### config.mk
export PLATFORM = sky130hd
export DESIGN_NAME = alu_op_issuer
export DESIGN_NICKNAME = d
export VERILOG_FILES = /design/src/rtl/alu_pkg.sv /design/src/rtl/alu_op_issuer.sv
export SDC_FILE = /design/constraint.sdc
export NUM_CORES = 1
export LEC_CHECK = 0
export ABC_CLOCK_PERIOD_IN_PS = 2000
export CORE_UTILIZATION = 25
export CTS_CLUSTER_SIZE = 14
export DETAILED_ROUTE_END_ITERATION = 8
export GPL_TIMING_DRIVEN = 0
export PLACE_DENSITY = 0.57
export SYNTH_ARGS = -nofsm -noshare
export SYNTH_HDL_FRONTEND = slang
export SYNTH_SLANG_ARGS = --single-unit
export TNS_END_PERCENT = 100
### constraint.sdc
create_clock -name clk -period 2 [get_ports clk]
set_input_delay 0.3 -clock clk [delete_from_list [all_inputs] [get_ports clk]]
set_output_delay 0.3 -clock clk [all_outputs]
set_load 0.1 [all_outputs]
### src/rtl/alu_pkg.sv
// alu_pkg: ALU opcodes, issuer state encoding, idle opcode and golden ALU function
package alu_pkg;
    localparam int ALU_W = 16;
    typedef enum logic [2:0] {OP_ADD, OP_SUB, OP_AND, OP_OR, OP_XOR, OP_NOT, OP_RSVD} alu_op_e;
    typedef logic [1:0] issuer_state_e;
    localparam issuer_state_e IDLE = 2'd0;
    localparam issuer_state_e DRIVE = 2'd1;
    localparam issuer_state_e RESP = 2'd2;
    localparam logic [2:0] ALU_IDLE_OP = 3'b110;
    function automatic logic [ALU_W-1:0] alu_golden(input logic [2:0] op, input logic [ALU_W-1:0] a, input logic [ALU_W-1:0] b);
        return op == OP_ADD ? a + b :
               op == OP_SUB ? a - b :
               op == OP_AND ? a & b :
               op == OP_OR  ? a | b :
               op == OP_XOR ? a ^ b :
               op == OP_NOT ? ~a : '0;
    endfunction
endpackage

### src/rtl/alu_op_issuer.sv
// alu_op_issuer: one-in-flight ALU op issuer with tagged valid/ready request/response; golden check via ALU_ISSUE_CHECK_EN
module alu_op_issuer import alu_pkg::*; #(
    parameter int W = 16,
    parameter int TAG_W = 4,
    parameter int ALU_LAT = 1
) (
    input  logic             clk,
    input  logic             rst,
    input  logic             req_valid,
    output logic             req_ready,
    input  logic [2:0]       req_opcode,
    input  logic [W-1:0]     req_a,
    input  logic [W-1:0]     req_b,
    input  logic [TAG_W-1:0] req_tag,
    output logic [W-1:0]     alu_a,
    output logic [W-1:0]     alu_b,
    output logic [2:0]       alu_opcode,
    input  logic [W-1:0]     alu_result,
    output logic             resp_valid,
    input  logic             resp_ready,
    output logic [W-1:0]     resp_data,
    output logic [TAG_W-1:0] resp_tag,
    output logic             resp_err,
    output logic             busy,
    output logic             chk_mismatch
);
    localparam int CW = ALU_LAT > 1 ? $clog2(ALU_LAT) : 1;
    issuer_state_e state;
    logic [CW-1:0] cnt;
    assign req_ready = state == IDLE && !rst;
    assign busy = state != IDLE;
    always_ff @(posedge clk) begin
        if (rst) begin
            state <= IDLE;
            cnt <= '0;
            alu_a <= '0;
            alu_b <= '0;
            alu_opcode <= ALU_IDLE_OP;
            resp_valid <= 1'b0;
            resp_data <= '0;
            resp_tag <= '0;
            resp_err <= 1'b0;
        end else begin
            case (state)
                IDLE: if (req_valid) begin
                    resp_tag <= req_tag;
                    if (req_opcode[2:1] == 2'b11) begin
                        resp_data <= '0;
                        resp_err <= 1'b1;
                        resp_valid <= 1'b1;
                        state <= RESP;
                    end else begin
                        alu_a <= req_a;
                        alu_b <= req_b;
                        alu_opcode <= req_opcode;
                        cnt <= CW'(ALU_LAT - 1);
                        state <= DRIVE;
                    end
                end
                DRIVE: if (cnt == '0) begin
                    resp_data <= alu_result;
                    resp_err <= 1'b0;
                    resp_valid <= 1'b1;
                    alu_opcode <= ALU_IDLE_OP;
                    alu_a <= '0;
                    alu_b <= '0;
                    state <= RESP;
                end else begin
                    cnt <= cnt - 1'b1;
                end
                RESP: if (resp_ready) begin
                    resp_valid <= 1'b0;
                    state <= IDLE;
                end
                default: state <= IDLE;
            endcase
        end
    end
`ifdef ALU_ISSUE_CHECK_EN
    always_ff @(posedge clk) begin
        if (rst) chk_mismatch <= 1'b0;
        else if (state == DRIVE && cnt == '0 && alu_result != alu_golden(alu_opcode, alu_a, alu_b)) chk_mismatch <= 1'b1;
    end
`else
    assign chk_mismatch = 1'b0;
`endif
endmodule
After elaboration in Yosys (flattened, before gate mapping). Cells that the tools add are included.

Bits in registers: 60. Bits of input ports: 59. Output and inout bits: 60. Word-level logic and storage cells: 61.

Add/sub/neg operators: 1. Eq/ne operators: 8. Mux-type cells: 31. Reduce and logical (&&, ||, !) cells: 12.

Operators by type and width (count): two-way mux 16 bit (8); one-hot mux 16 bit (2 select lines) (3); two-way mux 3 bit (3); two-way mux 1 bit (8); two-way mux 2 bit (4); != test 2 bit, second input constant (4); AND reduction 4 bit (2); one-hot mux 2 bit (3 select lines) (1); one-hot mux 3 bit (2 select lines) (1); AND reduction 3 bit (2); AND reduction 5 bit (1); equality test 2 bit, second input constant (2); one-hot mux 1 bit (2 select lines) (2); nonzero test 2 bit (2); one-hot mux 1 bit (3 select lines) (1); nonzero test 3 bit (1); equality test 2 x 1 -> 1 bit, second input constant (1); logical NOT 2 bit (1); != test 2 x 1 -> 1 bit, second input constant (1); AND reduction 2 bit (1); logical AND 1 bit (1); logical NOT 1 bit (1); subtractor 1 bit, second input constant (1).

Depth between registers and ports, before layout. Gate-level depths: netlist of run 1.

Depth in word-level cells: 4. Depth in mapped cells: 6.

Worst setup path after synthesis of run 1. Ideal clock, no wire load.

Kind: input-to-reg. Start: input rst. End: register alu_opcode[1]. Setup time: 0.127 ns. Data arrival time: 3.307 ns. Slack: -1.433 ns. Stages: 6. Path buffers: 3. Path through: buf_2 > nor3_1 > and3_1 > buf_2 > buf_2 > a22oi_1.

RTL lines: from (decl) (RTL line alu_op_issuer.sv:8) `input logic rst,`; to (signal assigned) (RTL line alu_op_issuer.sv:55) `alu_opcode <= req_opcode;`; to (decl) (RTL line alu_op_issuer.sv:17) `output logic [2:0] alu_opcode,`.

Worst setup path after layout of run 1.
Start: register state[1]. End: output busy.

Word-level cells in the longest chain between the ends: 1.

Ends and longest elaborated chain: from (decl) (RTL line alu_op_issuer.sv:28) `issuer_state_e state;`; from (signal assigned) (RTL line alu_op_issuer.sv:34) `state <= IDLE;`; from (signal assigned) (RTL line alu_op_issuer.sv:51) `state <= RESP;`; from (signal assigned) (RTL line alu_op_issuer.sv:57) `state <= DRIVE;`; nonzero test 2 bit (RTL line alu_op_issuer.sv:31) `assign busy = state != IDLE;`; to (decl) (RTL line alu_op_issuer.sv:24) `output logic busy,`.

No other way between the ends.

==> summary.md, run 1 <==
| Metric | Value |
|---|---|
| Nets | `374` |
| Hold Violations, Final | `0` |
| Main flop type after synthesis | `dfxtp_1` |
| Setup Skew | `0.007402 ns` |
| WS Path Type | `flop to primary output` |
| Final setup vio count | `0` |
| CP Launch Point | `state[1]$_SDFFE_PP0P_` |
| Mux cell area share after synthesis | `1.999%` |
| Critical path's top delay family | `buffers and inverters` |
| Largest net degree at the start of global routing | `11` |
| DR DRC count | `0` |
| Worst path required time | `~1.7 ns` |
| Commonest cells post-synth | `59 x dfxtp_1, 33 x a22o_1, 18 x nand2_1` |
| FF-to-FF End | `resp_valid$_SDFFE_PP0P_` |
| Post-Synth Adder-Cell Area | `0%` |
| Min Hold Slack | `0.2465 ns` |
| R2R depth | `4` |
| Critical path launch point type | `flop` |
| Leakage | `roughly 1.6 nW` |
| Pins over their slew limit | `0` |
| Row count | `32` |
| Seq cells post-synth | `59` |
| Vias | `1851` |
| Hold Path End | `resp_err$_SDFFE_PP0P_` |
| Critical-path cell list | `inv_1 > nand2_1 > clkdlybuf4s15_2` |
| Synth Area in Simple Gates | `6.433%` |
| Final period util | `91.48%` |
| Routed len/inst | `12.95 µm` |
| Max-cap violations | `0` |
| EDFF count, synth | `0` |
| Tmin final | `1.830 ns` |
| H-tree levels | `3` |
| Crit-path slowest cell | `clkdlybuf4s15_2` |
| Setup slack at placement | `-0.1562 ns` |
| Actual slew at the worst max-slew pin | `0.9809 ns` |
| Syn Area/Cell | `10.66 µm²` |
| Synth top area cells | `dfxtp_1 59%, a22o_1 14%, a21oi_1 4.0%` |
| Sequential share of the synthesized area | `58.96%` |
| Via density | `4.407` |
| Drt first pass iters | `3` |
| Die height | `just over 90 µm` |
| First-pass GRT wire length | `9101 µm` |
| Arr. time, crit path | `about 1.5 ns` |
| Total gr overflow | `0` |
| Post-Synth XOR/XNOR Area | `0%` |
| Most numerous cell in the Yosys netlist | `dfxtp_1` |
| Layout cells sized above 1 | `under 10%` |
| RSZ-0062 raised after global routing | `false` |
| CTS tree | `yes` |
| CP max stage delay | `0.56 ns` |
| Area leader, netlist | `dfxtp_1` |
| Starting Density | `25.92%` |
| Total power | `~0.0031 W` |
| Setup Buffers After CTS | `0` |
| Critical path buffers and inverters | `2` |
| FF-to-FF setup slack | `around 0.32 ns` |
| Inserted Clock Buffers | `9` |
| Vias in the first global route | `approximately 1.8k` |
| ANT cells | `0` |
| Max VDD drop | `0.0003349 V` |
| Initial antenna violation count | `0` |
| Hold_sp | `rst` |
| Skew-Pair Late Insertion Delay | `around 0.33 ns` |
| Hold Crit Class | `primary input to flop` |
| Critical path peak fanout | `5` |
| Synth Area in Compound Gates | `26.30%` |
| Die Area | `8375 µm²` |
| Tot GR Track Use | `14.10%` |
| Antenna Violating Nets Remaining | `0` |
| Gpl congestion | `0.6611` |
| Yosys warnings | `0` |
| TritonCTS Sinks | `59` |
| Worst rel slew slack | `34.86%` |
| Post-DP HPWL | `3886 µm` |
| Root Driver | `clkbuf_8` |
| Syn nets | `247` |
| Worst hold stages | `2` |
| Mapped cell area | `2003 µm²` |
| Fill count | `roughly 770` |
| WL final | `5438 µm` |
| DRT iter0 DRCs | `26` |
| CP endpoint kind | `primary output` |
| Outcome | `complete, no violations` |
| Final WS setup | `0.1703 ns` |
| Top-Level Pins | `roughly 120` |
| Reg2reg start | `state[0]$_SDFFE_PP0P_` |
| Fraction of registers with async set/reset | `0%` |
| Power per Cell Area | `about 900 nW/µm²` |
| Setup TNS Final | `0 ns` |
| Cells after Synth | `188` |
| Chip Width | `91.52 µm` |
| Distinct cells, synth | `24` |
| Maximum clock frequency | `between 500 and 600 MHz` |
| Top-area cell type share of the netlist area | `approximately 59%` |
| Placeable Area | `7727 µm²` |
| Largest family of logic cells by synthesized area | `compound AO/OA/AOI/OAI gates` |
| CTS Buffer Depth | `2` |
| IO buf count | `116` |
| P&R area growth vs syn | `70.21%` |
| Clk slew on worst S/H paths | `0.06 ns` |
## flip-flops by register name, indices dropped and copies added, names as in the netlist
name,cells
alu_a,16
alu_b,16
resp_data,16
resp_tag,4
alu_opcode,3
state,2
resp_err,1
resp_valid,1
## layer usage
metal / wire [µm] / share of wire [%] / global-route usage (%) / vias to the layer above
met5: 0 / 0 / 0 / -
met4: 72 / 1.3 / 6.746 / 0
met3: 544 / 10 / 5.863 / 7
met2: 2285 / 42 / 20.68 / 81
met1: 2535 / 47 / 17.75 / 841
li1: - / - / - / 922
## repair_timing
item / in CTS / in global routing
hold buffers: 0 / 0
endpoints found under the setup margin: 59 / 0
gates resized for setup: 63 / 0
hold endpoints to repair: 0 / 0
## worst max-delay path by stage
stage                                            end  slack [ns]  cells after the start
after global routing      resp_data[13]$_SDFFE_PP0P_       0.005                      5
after global placement       resp_valid$_SDFFE_PP0P_       -0.17                      5
after floorplan           alu_opcode[1]$_SDFFE_PP1P_       0.006                      6
after detailed placement   resp_data[8]$_SDFFE_PP0P_       -0.16                      5
final                                           busy        0.17                      3
after CTS                                       busy        0.14                      3
## through the flow
stage	std cells	instance area, µm²	util (%)
after floorplan	188	2042	-
after global placement	406	3331	43.10
after detailed placement	406	3331	43.10
after CTS	420	3410	44.12
after global routing	420	3410	44.12
final	420	3410	44.12
## cell usage in the layout (no fill, tap or decap), types with 7 or more instances in the layout
| cell type | netlist | routed |
|---|---|---|
| clkdlybuf4s50_1 | 0 | 57 |
| buf_6 | 4 | 8 |
| clkbuf_1 | 6 | 7 |
| o21ai_0 | 16 | 16 |
| nand2_1 | 18 | 18 |
| a21oi_1 | 16 | 16 |
| dfxtp_1 | 59 | 59 |
| clkbuf_8 | 0 | 9 |
| dlygate4sd2_1 | 0 | 57 |
| a22o_1 | 33 | 33 |
## cells by family (layout without fill, tap and decap cells)
kind of cell | Yosys count | after routing
AO/OA/AOI/OAI | 73 | 73
flip-flops | 59 | 59
AND/OR/NAND/NOR | 29 | 29
buffers and inverters | 22 | 152
multiplexers | 4 | 4
other | 1 | 1
## area by class of cell
cell class	instances	area [µm²]	area share, %
buffer	16	127.6	3.743
clock buffer	10	127.6	3.743
clock inverter	4	20.02	0.5872
inverter	6	22.52	0.6606
multi-input combinational	107	710.7	20.84
sequential	59	1181	34.64
tap	102	127.6	3.743
timing repair buffer	116	1092	32.04
## report_power, final
group	internal (W)	switching, W	total, W	leakage (nW)
logic	0.000247	0.000671	0.000918	0.993
clock network	0.000426	0.000426	0.000853	0.0815
registers	0.00125	0.0000342	0.00128	0.482
(Power assumes the default switching activity.)
==> run 2, diff against run 1 <==
--- a/config.mk
+++ b/config.mk
@@ -5,12 +5,12 @@
 export SDC_FILE = /design/constraint.sdc
 export NUM_CORES = 1
 export LEC_CHECK = 0
-export ABC_CLOCK_PERIOD_IN_PS = 2000
+export ABC_CLOCK_PERIOD_IN_PS = 1500
 export CORE_UTILIZATION = 25
 export CTS_CLUSTER_SIZE = 14
 export DETAILED_ROUTE_END_ITERATION = 8
 export GPL_TIMING_DRIVEN = 0
-export PLACE_DENSITY = 0.57
+export PLACE_DENSITY = 0.59
 export SYNTH_ARGS = -nofsm -noshare
 export SYNTH_HDL_FRONTEND = slang
 export SYNTH_SLANG_ARGS = --single-unit
==> constraint.sdc (replaced) <==
create_clock -name clk -period 1.5 [get_ports clk]
set_input_delay 0.225 -clock clk [delete_from_list [all_inputs] [get_ports clk]]
set_output_delay 0.225 -clock clk [all_outputs]
set_load 0.1 [all_outputs]
==> run 2 against run 1 <==
  * Combinational power increased by 39%
  * Design area grew 8.6%
  * Flip-flop and latch count stayed put
  * Critical endpoint is now alu_b[7]
  * First-iteration DRC count is 3.8% higher
  * Largest power group is now the clock network
  * Sequential power is 34% higher
  * Critical path type unchanged
==> summary.md, run 2 (synthesis results as in run 1) <==
| Metric | Value |
|---|---|
| Placed cells | `406 (unchanged)` |
| Starting Density | `25.92% (unchanged)` |
| Inserted Clock Buffers | `9 (unchanged)` |
| Setup slack at placement | `-0.6313 ns (-0.4751 ns)` |
| Critical path buffers and inverters | `1 (-1)` |
| TritonCTS Sinks | `59 (unchanged)` |
| CTS Buffer Depth | `2 (unchanged)` |
| Placeable Area | `7727 µm² (unchanged)` |
| Largest regs | `alu_a: 16 flops, alu_b: 16 flops, resp_data: 16 flops` |
| Root Driver | `clkbuf_8` |
| RSZ-0062 raised after global routing | `false` |
| Worst rel slew slack | `62.80% (+28 points)` |
| Drt first pass iters | `3 (unchanged)` |
| Hold Crit Class | `primary input to flop` |
| R2R depth | `6 (+2)` |
| Largest net degree at the start of global routing | `11 (unchanged)` |
| CP endpoint | `alu_b[7]` |
| Footprint of the multi-input gates | `734.5 µm² (+3.3%)` |
| Nets | `376 (+0.53%)` |
| Arr. time, crit path | `1.23 ns (-0.30 ns)` |
| Gpl congestion | `0.7642 (+16%)` |
| CTS tree | `yes` |
| First-pass GRT wire length | `8963 µm (-1.5%)` |
| DR DRC count | `0 (unchanged)` |
| Layout cells sized above 1 | `29.50% (+21 points)` |
| Tmin final | `1.453 ns` |
| Final period util | `96.84%` |
| Worst path required time | `1.27 ns (-0.43 ns)` |
| Top-Level Pins | `119 (unchanged)` |
| Antenna Violating Nets Remaining | `0 (unchanged)` |
| IO buf count | `116 (unchanged)` |
| Storage element area | `1186 µm² (+0.42%)` |
| CP Launch Point | `alu_b[7]$_SDFFE_PP0P_` |
| Vias in the first global route | `1907 (+4.3%)` |
| Critical path's top delay family | `buffers and inverters` |
| Die Area | `8375 µm² (unchanged)` |
| H-tree levels | `3 (unchanged)` |
| Total power | `0.004979 W (+63%)` |
| Max VDD drop | `0.0006001 V (+79%)` |
| Critical-path cell list | `clkdlybuf4s15_2` |
| Reg2reg start | `state[0]$_SDFFE_PP0P_` |
| Chip Width | `91.52 µm (unchanged)` |
| Critical path peak fanout | `2 (-3)` |
| Crit path depth | `1 (-2)` |
| Leakage | `1.465 nW (-5.9%)` |
| Pins over their slew limit | `0 (unchanged)` |
| Actual slew at the worst max-slew pin | `0.5606 ns (-0.4203 ns)` |
| Clk slew on worst S/H paths | `0.07 ns (about the same)` |
| Max-cap violations | `0 (unchanged)` |
| Die height | `91.52 µm (unchanged)` |
| WS Path Type | `flop to primary output` |
| Row count | `32 (unchanged)` |
| Final setup vio count | `0 (unchanged)` |
| Setup TNS Final | `0 ns (unchanged)` |
| Hold Violations, Final | `0 (unchanged)` |
| DRT iter0 DRCs | `27 (+3.8%)` |
| Skew-Pair Late Insertion Delay | `0.33 ns (about the same)` |
| Total gr overflow | `0 (unchanged)` |
| P&R area growth vs syn | `84.82%` |
| Critical path launch point type | `flop` |
| Setup Skew | `0.007938 ns (+0.0005360 ns)` |
| Power per Cell Area | `1345 nW/µm² (+50%)` |
| CP endpoint kind | `primary output` |
| Hold buffer count at cts | `0 (unchanged)` |
| Maximum clock frequency | `688.4 MHz` |
| Vias | `1901 (+2.7%)` |
| FF-to-FF setup slack | `0.09 ns (-0.23 ns)` |
| Crit-path slowest cell | `clkdlybuf4s15_2` |
| ANT cells | `0 (unchanged)` |
| Min Hold Slack | `0.08967 ns (-0.1569 ns)` |
| WL final | `5504 µm (+1.2%)` |
| Final WS setup | `0.04738 ns (-0.1230 ns)` |
| Tot GR Track Use | `13.68% (-0.42 points)` |
| CP max stage delay | `0.56 ns (about the same)` |
| Initial antenna violation count | `0 (unchanged)` |
| Via density | `4.483 (+1.7%)` |
| Fill count | `739 (-3.8%)` |
| FF-to-FF End | `alu_opcode[1]$_SDFFE_PP1P_` |
| Post-DP HPWL | `3896 µm (+0.25%)` |
| Most frequent cells in the layout | `57 x dfxtp_1, 55 x clkdlybuf4s50_1, 36 x clkdlybuf4s15_2` |
| Routed len/inst | `12.98 µm (+0.26%)` |
| Outcome | `complete, no violations` |
| Most common cell after layout, fill and taps aside | `dfxtp_1` |
| Finished Layout Cells | `424 (+0.95%)` |
run 2: cell type report:
type / count / share of cell area, %
clock buffers: 12 / 4.191
well taps: 102 / 3.447
repair buffers: 118 / 32.78
inverters: 6 / 0.6083
plain buffers: 16 / 3.853
flip-flops and latches: 59 / 32.04
multi-input cells: 107 / 19.84
clock inverters: 4 / 3.244
run 2: stage by stage:
stage / area [µm²] / util (%)
final: 3702 / 47.91
after global routing: 3702 / 47.91
after CTS: 3727 / 48.24
after detailed placement: 3344 / 43.28
after global placement: 3344 / 43.28
after floorplan: 2056 / -
run 2: power breakdown:
part	internal [W]	switching, W
Clock	0.00136	0.000621
Combinational	0.000381	0.000902
Sequential	0.00166	0.0000501
Total	0.00341	0.00157
run 2: worst min-delay path by stage:
| stage | startpoint | endpoint | slack (ns) | depth (start not counted) |
|---|---|---|---|---|
| detailed placement | rst | resp_err$_SDFFE_PP0P_ | 0.44 | 2 |
| finish | rst | resp_err$_SDFFE_PP0P_ | 0.09 | 2 |
| global placement | rst | resp_err$_SDFFE_PP0P_ | 0.43 | 2 |
| floorplan | req_a[0] | alu_a[0]$_SDFFE_PP0P_ | 0.35 | 1 |
| CTS | rst | resp_err$_SDFFE_PP0P_ | 0.08 | 2 |
| global route | rst | resp_err$_SDFFE_PP0P_ | 0.08 | 2 |
run 2: timing repair:
action	CTS	global route
endpoints found under the setup margin	103	69
pin swaps	1	2
buffers inserted	2	0
gates resized for setup	188	33
cloned	0	0
run 2: per-layer routing:
metal | global-route usage (%) | vias up | wire length, µm
met4 | 5.556 | 0 | 80
met3 | 6.533 | 9 | 523
li1 | - | 936 | -
met1 | 16.98 | 884 | 2418
met2 | 20.18 | 72 | 2482
met5 | 0 | - | 0
